$ cat src/rtl/mips_pkg.sv
// Shared encodings for the MIPS decode/execute slice: opcodes, funct codes,
// ALU-op classes, 4-bit ALU control values and the decoded control bundle.
package mips_pkg;

    localparam logic [5:0] OP_RTYPE = 6'b000000;
    localparam logic [5:0] OP_LW    = 6'b100011;
    localparam logic [5:0] OP_SW    = 6'b101011;
    localparam logic [5:0] OP_BEQ   = 6'b000100;
    localparam logic [5:0] OP_ADDI  = 6'b001000;

    localparam logic [5:0] FN_ADD = 6'b100000;
    localparam logic [5:0] FN_SUB = 6'b100010;
    localparam logic [5:0] FN_AND = 6'b100100;
    localparam logic [5:0] FN_OR  = 6'b100101;
    localparam logic [5:0] FN_SLT = 6'b101010;
    localparam logic [5:0] FN_NOR = 6'b100111;

    localparam logic [1:0] ALUOP_ADD   = 2'b00;
    localparam logic [1:0] ALUOP_SUB   = 2'b01;
    localparam logic [1:0] ALUOP_FUNCT = 2'b10;
    localparam logic [1:0] ALUOP_RSV   = 2'b11;

    localparam logic [3:0] ALUCTL_AND = 4'b0000;
    localparam logic [3:0] ALUCTL_OR  = 4'b0001;
    localparam logic [3:0] ALUCTL_ADD = 4'b0010;
    localparam logic [3:0] ALUCTL_SUB = 4'b0110;
    localparam logic [3:0] ALUCTL_SLT = 4'b0111;
    localparam logic [3:0] ALUCTL_NOR = 4'b1100;

    typedef struct packed {
        logic       regdst;
        logic       alusrc;
        logic       memtoreg;
        logic       regwrite;
        logic       memread;
        logic       memwrite;
        logic       branch;
        logic [1:0] aluop;
    } ctrl_t;

endpackage

$ cat src/rtl/alu_core.sv
// Combinational ALU of the execute slice. The nor operation exists only when
// EXEC_NOR_EN is defined; otherwise its control code produces zero.
module alu_core
    import mips_pkg::*;
#(
    parameter int W = 32
) (
    input  logic [3:0]   ctl,
    input  logic [W-1:0] a,
    input  logic [W-1:0] b,
    output logic [W-1:0] out,
    output logic         zero
);

    always_comb begin
        out = '0;
        case (ctl)
            ALUCTL_AND: out = a & b;
            ALUCTL_OR:  out = a | b;
            ALUCTL_ADD: out = a + b;
            ALUCTL_SUB: out = a - b;
            ALUCTL_SLT: out = {{(W-1){1'b0}}, ($signed(a) < $signed(b))};
`ifdef EXEC_NOR_EN
            ALUCTL_NOR: out = ~(a | b);
`else
            ALUCTL_NOR: out = '0;
`endif
            default:    out = '0;
        endcase
    end

    assign zero = (out == '0);

endmodule

$ cat src/rtl/mips_exec_slice.sv
// Decode + execute slice: main decode, ALU control, B-operand mux and the
// EX/MEM output register. EXEC_NOR_EN enables the R-type nor instruction.
module mips_exec_slice
    import mips_pkg::*;
#(
    parameter int W = 32
) (
    input  logic         clk,
    input  logic         reset,
    input  logic         in_valid,
    input  logic [31:0]  instr,
    input  logic [W-1:0] rs_data,
    input  logic [W-1:0] rt_data,
    output logic [3:0]   aluctl,
    output logic [W-1:0] alu_b,
    output logic         regdst,
    output logic         branch,
    output logic         memread,
    output logic         memwrite,
    output logic         memtoreg,
    output logic         regwrite,
    output logic         alusrc,
    output logic [1:0]   aluop,
    output logic         out_valid,
    output logic [W-1:0] result_q,
    output logic         zero_q,
    output logic         regwrite_q,
    output logic         memtoreg_q,
    output logic         memread_q,
    output logic         memwrite_q,
    output logic         branch_q
);

    logic [5:0]   opcode;
    logic [5:0]   funct;
    logic [W-1:0] imm_ext;
    ctrl_t        ctrl;
    logic [W-1:0] alu_out;
    logic         alu_zero;
    logic         unused_instr_bits;

    assign opcode  = instr[31:26];
    assign funct   = instr[5:0];
    assign imm_ext = {{(W-16){instr[15]}}, instr[15:0]};
    // Register specifiers are consumed by the register file, not here.
    assign unused_instr_bits = ^instr[25:16];

    always_comb begin
        ctrl = '0;
        case (opcode)
            OP_RTYPE: ctrl = ctrl_t'({7'b1001000, ALUOP_FUNCT});
            OP_LW:    ctrl = ctrl_t'({7'b0111100, ALUOP_ADD});
            OP_SW:    ctrl = ctrl_t'({7'b0100010, ALUOP_ADD});
            OP_BEQ:   ctrl = ctrl_t'({7'b0000001, ALUOP_SUB});
            OP_ADDI:  ctrl = ctrl_t'({7'b0101000, ALUOP_ADD});
            default:  ctrl = '0;
        endcase
    end

    assign regdst   = ctrl.regdst;
    assign alusrc   = ctrl.alusrc;
    assign memtoreg = ctrl.memtoreg;
    assign regwrite = ctrl.regwrite;
    assign memread  = ctrl.memread;
    assign memwrite = ctrl.memwrite;
    assign branch   = ctrl.branch;
    assign aluop    = ctrl.aluop;

    always_comb begin
        aluctl = ALUCTL_ADD;
        case (ctrl.aluop)
            ALUOP_ADD: aluctl = ALUCTL_ADD;
            ALUOP_SUB: aluctl = ALUCTL_SUB;
            ALUOP_FUNCT: begin
                case (funct)
                    FN_ADD:  aluctl = ALUCTL_ADD;
                    FN_SUB:  aluctl = ALUCTL_SUB;
                    FN_AND:  aluctl = ALUCTL_AND;
                    FN_OR:   aluctl = ALUCTL_OR;
                    FN_SLT:  aluctl = ALUCTL_SLT;
`ifdef EXEC_NOR_EN
                    FN_NOR:  aluctl = ALUCTL_NOR;
`else
                    FN_NOR:  aluctl = ALUCTL_ADD;
`endif
                    default: aluctl = ALUCTL_ADD;
                endcase
            end
            ALUOP_RSV: aluctl = ALUCTL_ADD;
            default:   aluctl = ALUCTL_ADD;
        endcase
    end

    assign alu_b = ctrl.alusrc ? imm_ext : rt_data;

    alu_core #(.W(W)) u_alu (
        .ctl  (aluctl),
        .a    (rs_data),
        .b    (alu_b),
        .out  (alu_out),
        .zero (alu_zero)
    );

    logic         out_valid_d, out_valid_q;
    logic [W-1:0] result_d;
    logic         zero_d;
    logic         regwrite_d, memtoreg_d, memread_d, memwrite_d, branch_d;

    // Bubbles squash the controls but the datapath still captures its value.
    always_comb begin
        out_valid_d = in_valid;
        result_d    = alu_out;
        zero_d      = alu_zero;
        regwrite_d  = in_valid & ctrl.regwrite;
        memtoreg_d  = in_valid & ctrl.memtoreg;
        memread_d   = in_valid & ctrl.memread;
        memwrite_d  = in_valid & ctrl.memwrite;
        branch_d    = in_valid & ctrl.branch;
    end

    always_ff @(posedge clk or posedge reset) begin
        if (reset) begin
            out_valid_q <= 1'b0;
            result_q    <= '0;
            zero_q      <= 1'b0;
            regwrite_q  <= 1'b0;
            memtoreg_q  <= 1'b0;
            memread_q   <= 1'b0;
            memwrite_q  <= 1'b0;
            branch_q    <= 1'b0;
        end else begin
            out_valid_q <= out_valid_d;
            result_q    <= result_d;
            zero_q      <= zero_d;
            regwrite_q  <= regwrite_d;
            memtoreg_q  <= memtoreg_d;
            memread_q   <= memread_d;
            memwrite_q  <= memwrite_d;
            branch_q    <= branch_d;
        end
    end

    assign out_valid = out_valid_q;

endmodule

$ cat config.mk
export PLATFORM = sky130hd
export DESIGN_NAME = mips_exec_slice
export DESIGN_NICKNAME = d
export VERILOG_FILES = /design/src/rtl/mips_pkg.sv /design/src/rtl/alu_core.sv /design/src/rtl/mips_exec_slice.sv
export SDC_FILE = /design/constraint.sdc
export NUM_CORES = 1
export LEC_CHECK = 0
export ABC_CLOCK_PERIOD_IN_PS = 5400
export CAP_MARGIN = 10
export CORE_ASPECT_RATIO = 0.9
export CORE_MARGIN = 2
export CORE_UTILIZATION = 55
export DETAILED_ROUTE_END_ITERATION = 6
export GPL_ROUTABILITY_DRIVEN = 0
export GPL_TIMING_DRIVEN = 0
export PLACE_DENSITY_LB_ADDON = 0.25
export RECOVER_POWER = 100
export SYNTH_ARGS = -nofsm -noshare
export SYNTH_HDL_FRONTEND = slang
export SYNTH_SLANG_ARGS = --single-unit
$ cat constraint.sdc
create_clock -name clk -period 5.4 [get_ports clk]
set_input_delay 1.08 -clock clk [delete_from_list [all_inputs] [get_ports clk]]
set_output_delay 1.08 -clock clk [all_outputs]
set_load 0.05 [all_outputs]
==> flow_metrics.tcl, run 1 <==
set metrics [dict create \
    critPathArrivalTime_ns 5.74 \
    routed_wl_um 30600 \
    htree_levels 2 \
    vias 9431 \
    finalHoldViolCount 0 \
    end_kind "register" \
    clk_path_buf_depth 2 \
    synthMuxAreaShare_pct 0.435 \
    cp_max_fo 6 \
    grt_overflow 0 \
    period_needed_ns 5.57 \
    cp_num_buf_inv 6 \
    yosysWarnings 0 \
    dieArea_sq_um 14000 \
    use_met3_pct 8.39 \
    synth_ff_type "dfrtp_1" \
    wl_per_cell_um 21.8 \
    synthArstFlopShare_pct 100 \
    synth-edff-count 0 \
    first_iter_violations 1911 \
    syn_inst 1006 \
    vias_per_cell 6.73 \
    powerDensity_nw_per_um2 200 \
    ys_types 83 \
    slew_headroom_pct -8.11 \
    detail_route.first_pass.iterations 7 \
    numCtsBuffers 5 \
    syn_nets 1230 \
    setup_violations 1 \
    cp_top_family "compound AO/OA/AOI/OAI gates" \
    grt_util_met2_pct 60.2 \
    io_pins 183 \
    drcViolationCount 63 \
    max-cap-violations 1 \
    holdPathStages 3 \
    irDropWorstVdd_mv 0.137 \
    grtUsageTotal_pct 37.5 \
    synthXorXnorAreaFrac_pct 2.80 \
    dieHeight_um 112 \
    postSynthAreaPerCell_sq_um 7.14 \
    utilization_pct 83.9 \
    antenna_found_initial 0 \
    drive_above_1_share_pct 20.8 \
    fin_tns_setup_ns -0.172 \
    path_clk_slew_ns 0.06 \
    rsz0062_at_grt "yes" \
    max_freq_mhz 179 \
    numClockSinks 38 \
    row_count 39 \
    synth_top_family_by_area "compound AO/OA/AOI/OAI gates" \
    hold_path.class "primary input to register" \
    tritoncts "done" \
    synth_area_sq_um 7180 \
    startpoint_type "primary input" \
    required_ns 5.56 \
    fin_ws_ns -0.172 \
    min_from "instr[28]" \
    nets 1460 \
    cts_root_buf "clkbuf_16" \
    antenna_left 0 \
    area_growth_syn_to_layout_pct 48.8 \
    busiest_layer "met2" \
    synth_compound_area_share_pct 28.7 \
    whs_ns 1.26 \
    cp_slowest_cell "o311a_1" \
    grt_util_met1_pct 49.0 \
    leakagePower_nw 4.81 \
    finalCritPeriodShare_pct 103 \
    hpwl_um 20000 \
    grt_max_degree 39 \
    violations "design-rule violations, max-capacitance violations, max-slew violations, negative setup slack" \
    placedInstanceArea_sq_um 9240 \
    diodes 0 \
    synthSimpleGateAreaFrac_pct 24.2 \
    ctsHoldBuffers 0 \
    synth_fa_ha_area_share_pct 22.0 \
    port_buffers 171 \
    worstPathCellList "dlygate4sd2_1 > or3_4 > nor2_4 > o21ai_4 > clkinv_4 > clkbuf_16 > nand2_2 > nand2_4 > ha_4 > inv_1 > fa_2 > nor2b_4 > o311ai_2 > buf_4 > a21oi_4 > o311a_1 > a211o_1 > o31a_1 > buf_4 > a311o_1 > nand2_2 > nor4b_4 > nand4b_1 > nor2b_1" \
    placeableCoreArea_sq_um 12700 \
    grt_pass1_vias 8340 \
    postLayoutCellArea_sq_um 10700 \
    drv_slew 39 \
    worstHoldEndpoint "regwrite_q" \
    start_util_pct 56.4 \
    yosysSeqAreaShare_pct 13.2 \
    die_w_um 124 \
    critPathKind "primary input to register" \
    slowest_delay_ns 0.39 \
    worstMarginPinSlew_ns 1.62 \
    status "complete, but fails checks" \
    grt_pass1_wl_um 42900 \
    ys_seq_elements 38 \
]
-- through the flow --
| step | total power, mW | setup WS (ns) | std cells |
|---|---|---|---|
| after CTS | 1.96 | 0.00453 | 1376 |
| final | 2.13 | -0.172 | 1401 |
| after detailed placement | 1.57 | -1.53 | 1341 |
| after global routing | 2.20 | -0.238 | 1401 |
| after floorplan | 1.18 | 0.0209 | 1006 |
| after global placement | 1.55 | -1.34 | 1341 |
-- synth_stat cells, drive strengths merged, types with 9 or more instances --
cell type | number | area (sq um)
o221ai | 10 | 87.6
dfrtp | 38 | 951
o211ai | 24 | 180
nand2 | 143 | 537
ha | 123 | 1540
clkbuf | 45 | 169
a21oi | 83 | 415
nand3 | 23 | 115
o22ai | 10 | 62.6
nor4 | 11 | 75.1
o31ai | 15 | 113
a211oi | 13 | 97.6
o21ai | 40 | 200
nor2 | 78 | 293
a221oi | 9 | 85.1
and2 | 10 | 63.8
inv | 101 | 379
a21o | 17 | 128
nor2b | 9 | 56.3
xor2 | 9 | 78.8
xnor2 | 14 | 123
buf | 12 | 70.1
nand2b | 10 | 62.6
nor3 | 20 | 100
-- where the power goes --
group          switching (mW)  leakage [nW]  internal (mW)
Sequential             0.0149         0.453          0.338
Clock                   0.128        0.0739          0.184
Combinational           0.918          4.28          0.549
-- per-layer routing --
layer,up-vias,share of wire [%]
li1,4033,-
met1,4213,36
met2,908,43
met3,277,14
met4,0,7.2
met5,-,0
-- registers in the layout, indices dropped and copies added, names as in the netlist --
| signal | flops |
|---|---|
| memwrite_q | 1 |
| result_q | 32 |
| branch_q | 1 |
| zero_q | 1 |
| memread_q | 1 |
| regwrite_q | 1 |
| out_valid | 1 |
-- cell usage in the layout (no fill, tap or decap), types with 7 or more instances in the layout --
cell type,instances
a21o_1,16
nor3_1,20
a211oi_1,11
ha_1,98
nand2_2,20
nor2b_1,7
nand2_1,116
nand3_1,23
dfrtp_1,38
nor2_1,72
ha_2,8
o221ai_1,8
a21oi_2,13
nand2b_1,9
clkbuf_2,10
nand2_4,7
inv_1,96
nand4_1,7
clkdlybuf4s50_1,121
o22ai_1,8
xor2_1,9
clkbuf_1,21
a21oi_1,65
o31ai_1,10
buf_4,66
o21ai_0,33
ha_4,17
xnor2_1,14
o211ai_1,24
dlygate4sd3_1,44
-- kinds of logic (layout without fill, tap and decap cells) --
group	after synthesis	after routing
AND/OR/NAND/NOR	361	361
AO/OA/AOI/OAI	296	296
buffers and inverters	159	390
adder cells (fa/ha/maj)	125	125
flip-flops	38	38
multiplexers	3	3
other	1	1
XOR/XNOR	23	23
-- timing repair --
| action | in CTS | in global routing |
|---|---|---|
| cloned | 1 | 0 |
| endpoints found under the setup margin | 28 | 6 |
| buffers inserted | 34 | 29 |
| endpoints found under the hold margin | 0 | 0 |
| pin swaps | 29 | 45 |
| gates resized for setup | 99 | 106 |
-- final cells by class --
cell class,count,area [sq um]
tap,164,205
buffer,45,284
inverter,102,388
clock buffer,7,143
multi-input combinational,809,6490
clock inverter,1,5.00
timing repair buffer,235,2230
fill,700,2050
sequential,38,951
-- worst min-delay path, cell delays in order --
cell and delay (ns):
dlymetal6s2s_1 0.17, nor2_4 0.09, and3_1 0.16
-- worst max path at each step --
stage	cells after the start	endpoint	start
global route	23	zero_q	instr[31]
detailed placement	20	zero_q	instr[27]
floorplan	21	zero_q	instr[26]
CTS	23	zero_q	instr[31]
global placement	21	zero_q	instr[27]
finish	24	zero_q	instr[31]
Note: power is estimated with default switching activity, not from simulation.
==> inputs of run 2 (changes only) <==
--- a/config.mk
+++ b/config.mk
@@ -10,6 +10,7 @@
 export CORE_ASPECT_RATIO = 0.9
 export CORE_MARGIN = 2
 export CORE_UTILIZATION = 55
+export CTS_BUF_LIST = sky130_fd_sc_hd__clkbuf_8 sky130_fd_sc_hd__clkbuf_16
 export DETAILED_ROUTE_END_ITERATION = 6
 export GPL_ROUTABILITY_DRIVEN = 0
 export GPL_TIMING_DRIVEN = 0
==> run 2 against run 1 <==
Hold slack lost 0.0015 ns. The flow still finishes with violations (design-rule violations, max-capacitance violations, max-slew violations, negative setup slack). First-iteration DRC count shrank 6.0%. Core utilization is the same. Clock power is essentially flat. Critical path depth is the same. Via count grew 0.98%.
==> flow_metrics.tcl, run 2 (synthesis results as in run 1) <==
set metrics [dict create \
    status "complete, but fails checks" \
    violations "design-rule violations, max-capacitance violations, max-slew violations, negative setup slack" \
    dp_cells 1341 \
    die_w_um 124 \
    routed_wl_um 30700 \
    diodes 0 \
    cts_root_buf "clkbuf_16" \
    drive_above_1_share_pct 20.8 \
    tritoncts "done" \
    max-cap-violations 1 \
    slowest_delay_ns 0.38 \
    busiest_layer "met2" \
    placeableCoreArea_sq_um 12700 \
    port_buffers 171 \
    path_clk_slew_ns 0.06 \
    cp_num_buf_inv 6 \
    critPathArrivalTime_ns 5.75 \
    top_register "result_q" \
    detail_route.first_pass.iterations 7 \
    cp_max_fo 6 \
    cp_top_family "compound AO/OA/AOI/OAI gates" \
    largest_reg_flops 32 \
    final_common_cell "clkdlybuf4s50_1" \
    hpwl_um 20000 \
    grt_pass1_wl_um 42900 \
    period_needed_ns 5.59 \
    hold_path.class "primary input to register" \
    powerDensity_nw_per_um2 199 \
    final_cell_mix "clkdlybuf4s50_1 (121), nand2_1 (116), ha_1 (98), inv_1 (97), nor2_1 (72)" \
    antenna_left 0 \
    startpoint_type "primary input" \
    dieArea_sq_um 14000 \
    final_cells 1401 \
    nets 1460 \
    numCtsBuffers 5 \
    fin_ws_ns -0.185 \
    grt_max_degree 39 \
    vias 9523 \
    row_count 39 \
    finalHoldViolCount 0 \
    setup_violations 1 \
    cp_slowest_cell "o311a_1" \
    vias_per_cell 6.80 \
    grtUsageTotal_pct 37.5 \
    grt_util_met2_pct 60.2 \
    use_met3_pct 8.39 \
    grt_overflow 0 \
    worstMarginPinSlew_ns 1.66 \
    htree_levels 2 \
    max_freq_mhz 179 \
    antenna_found_initial 0 \
    rsz0062_at_grt "yes" \
    drv_slew 39 \
    drcViolationCount 3 \
    finalCritPeriodShare_pct 103 \
    area_growth_syn_to_layout_pct 48.8 \
    worstPathCellList "dlygate4sd2_1 > or3_4 > nor2_4 > o21ai_4 > clkinv_4 > clkbuf_16 > nand2_2 > nand2_4 > ha_4 > inv_1 > fa_2 > nor2b_4 > o311ai_2 > buf_4 > a21oi_4 > o311a_1 > a211o_1 > o31a_1 > buf_4 > a311o_1 > nand2_2 > nor4b_4 > nand4b_1 > nor2b_1" \
    leakagePower_nw 4.82 \
    required_ns 5.56 \
    clk_path_buf_depth 2 \
    postLayoutCellArea_sq_um 10700 \
    first_iter_violations 1796 \
    start_util_pct 56.4 \
    critPathKind "primary input to register" \
    end_kind "register" \
    grt_pass1_vias 8341 \
    dieHeight_um 112 \
    io_pins 183 \
    slew_headroom_pct -11.1 \
    grt_util_met1_pct 49.0 \
    utilization_pct 83.9 \
    placedInstanceArea_sq_um 9240 \
    wl_per_cell_um 21.9 \
    numClockSinks 38 \
    irDropWorstVdd_mv 0.134 \
]
-- run 2: layout make-up --
| class | count | area (sq um) |
|---|---|---|
| Inverter | 102 | 388 |
| Timing Repair Buffer | 235 | 2230 |
| Fill cell | 700 | 2050 |
| Sequential cell | 38 | 951 |
| Multi-Input combinational cell | 809 | 6490 |
| Buffer | 45 | 284 |
| Clock buffer | 6 | 139 |
| Tap cell | 164 | 205 |
| Clock inverter | 2 | 8.76 |
-- run 2: what timing repair did --
| item | in CTS | in global routing |
|---|---|---|
| setup endpoints to repair | 28 | 6 |
| hold buffers | 0 | 0 |
| pin swaps | 29 | 45 |
| resized for setup | 99 | 106 |
| setup buffers | 34 | 29 |
| cloned | 1 | 0 |
-- run 2: routing by layer --
| layer | vias up | routed length [um] |
|---|---|---|
| met5 | - | 0 |
| li1 | 4042 | - |
| met1 | 4255 | 11000 |
| met4 | 0 | 2370 |
| met3 | 302 | 4200 |
| met2 | 924 | 13100 |
-- run 2: final timing paths --
kind	startpoint	end	slack, ns	cells after the start
setup / recovery	instr[31]	zero_q	-0.19	24
hold / removal	instr[28]	regwrite_q	1.26	3
max in group asynchronous	reset	result_q[7]	2.67	2
min in group asynchronous	reset	result_q[25]	1.76	2
-- run 2: power by group --
part           leakage [nW]  internal (mW)  switching (mW)
clock                0.0780          0.182           0.127
combinational          4.28          0.549           0.920
sequential            0.453          0.338          0.0152
total                  4.82           1.07            1.06
-- run 2: per-stage QoR --
step           power (mW)  hold WS, ns  setup WS [ns]  TNS (ns)
6_report             2.13         1.26         -0.185    -0.185
5_1_grt              2.20         1.28         -0.240    -0.240
4_1_cts              1.96         1.34        0.00453         0
3_5_place_dp         1.57         1.64          -1.53    -13.88
3_3_place_gp         1.55         1.68          -1.34    -12.52
2_1_floorplan        1.18         1.11         0.0209         0
-- run 2: tightest hold or removal path, delay by kind of cell --
family / cells / cell delay (ns)
buf+inv: 1 / 0.17
simple gates: 2 / 0.25
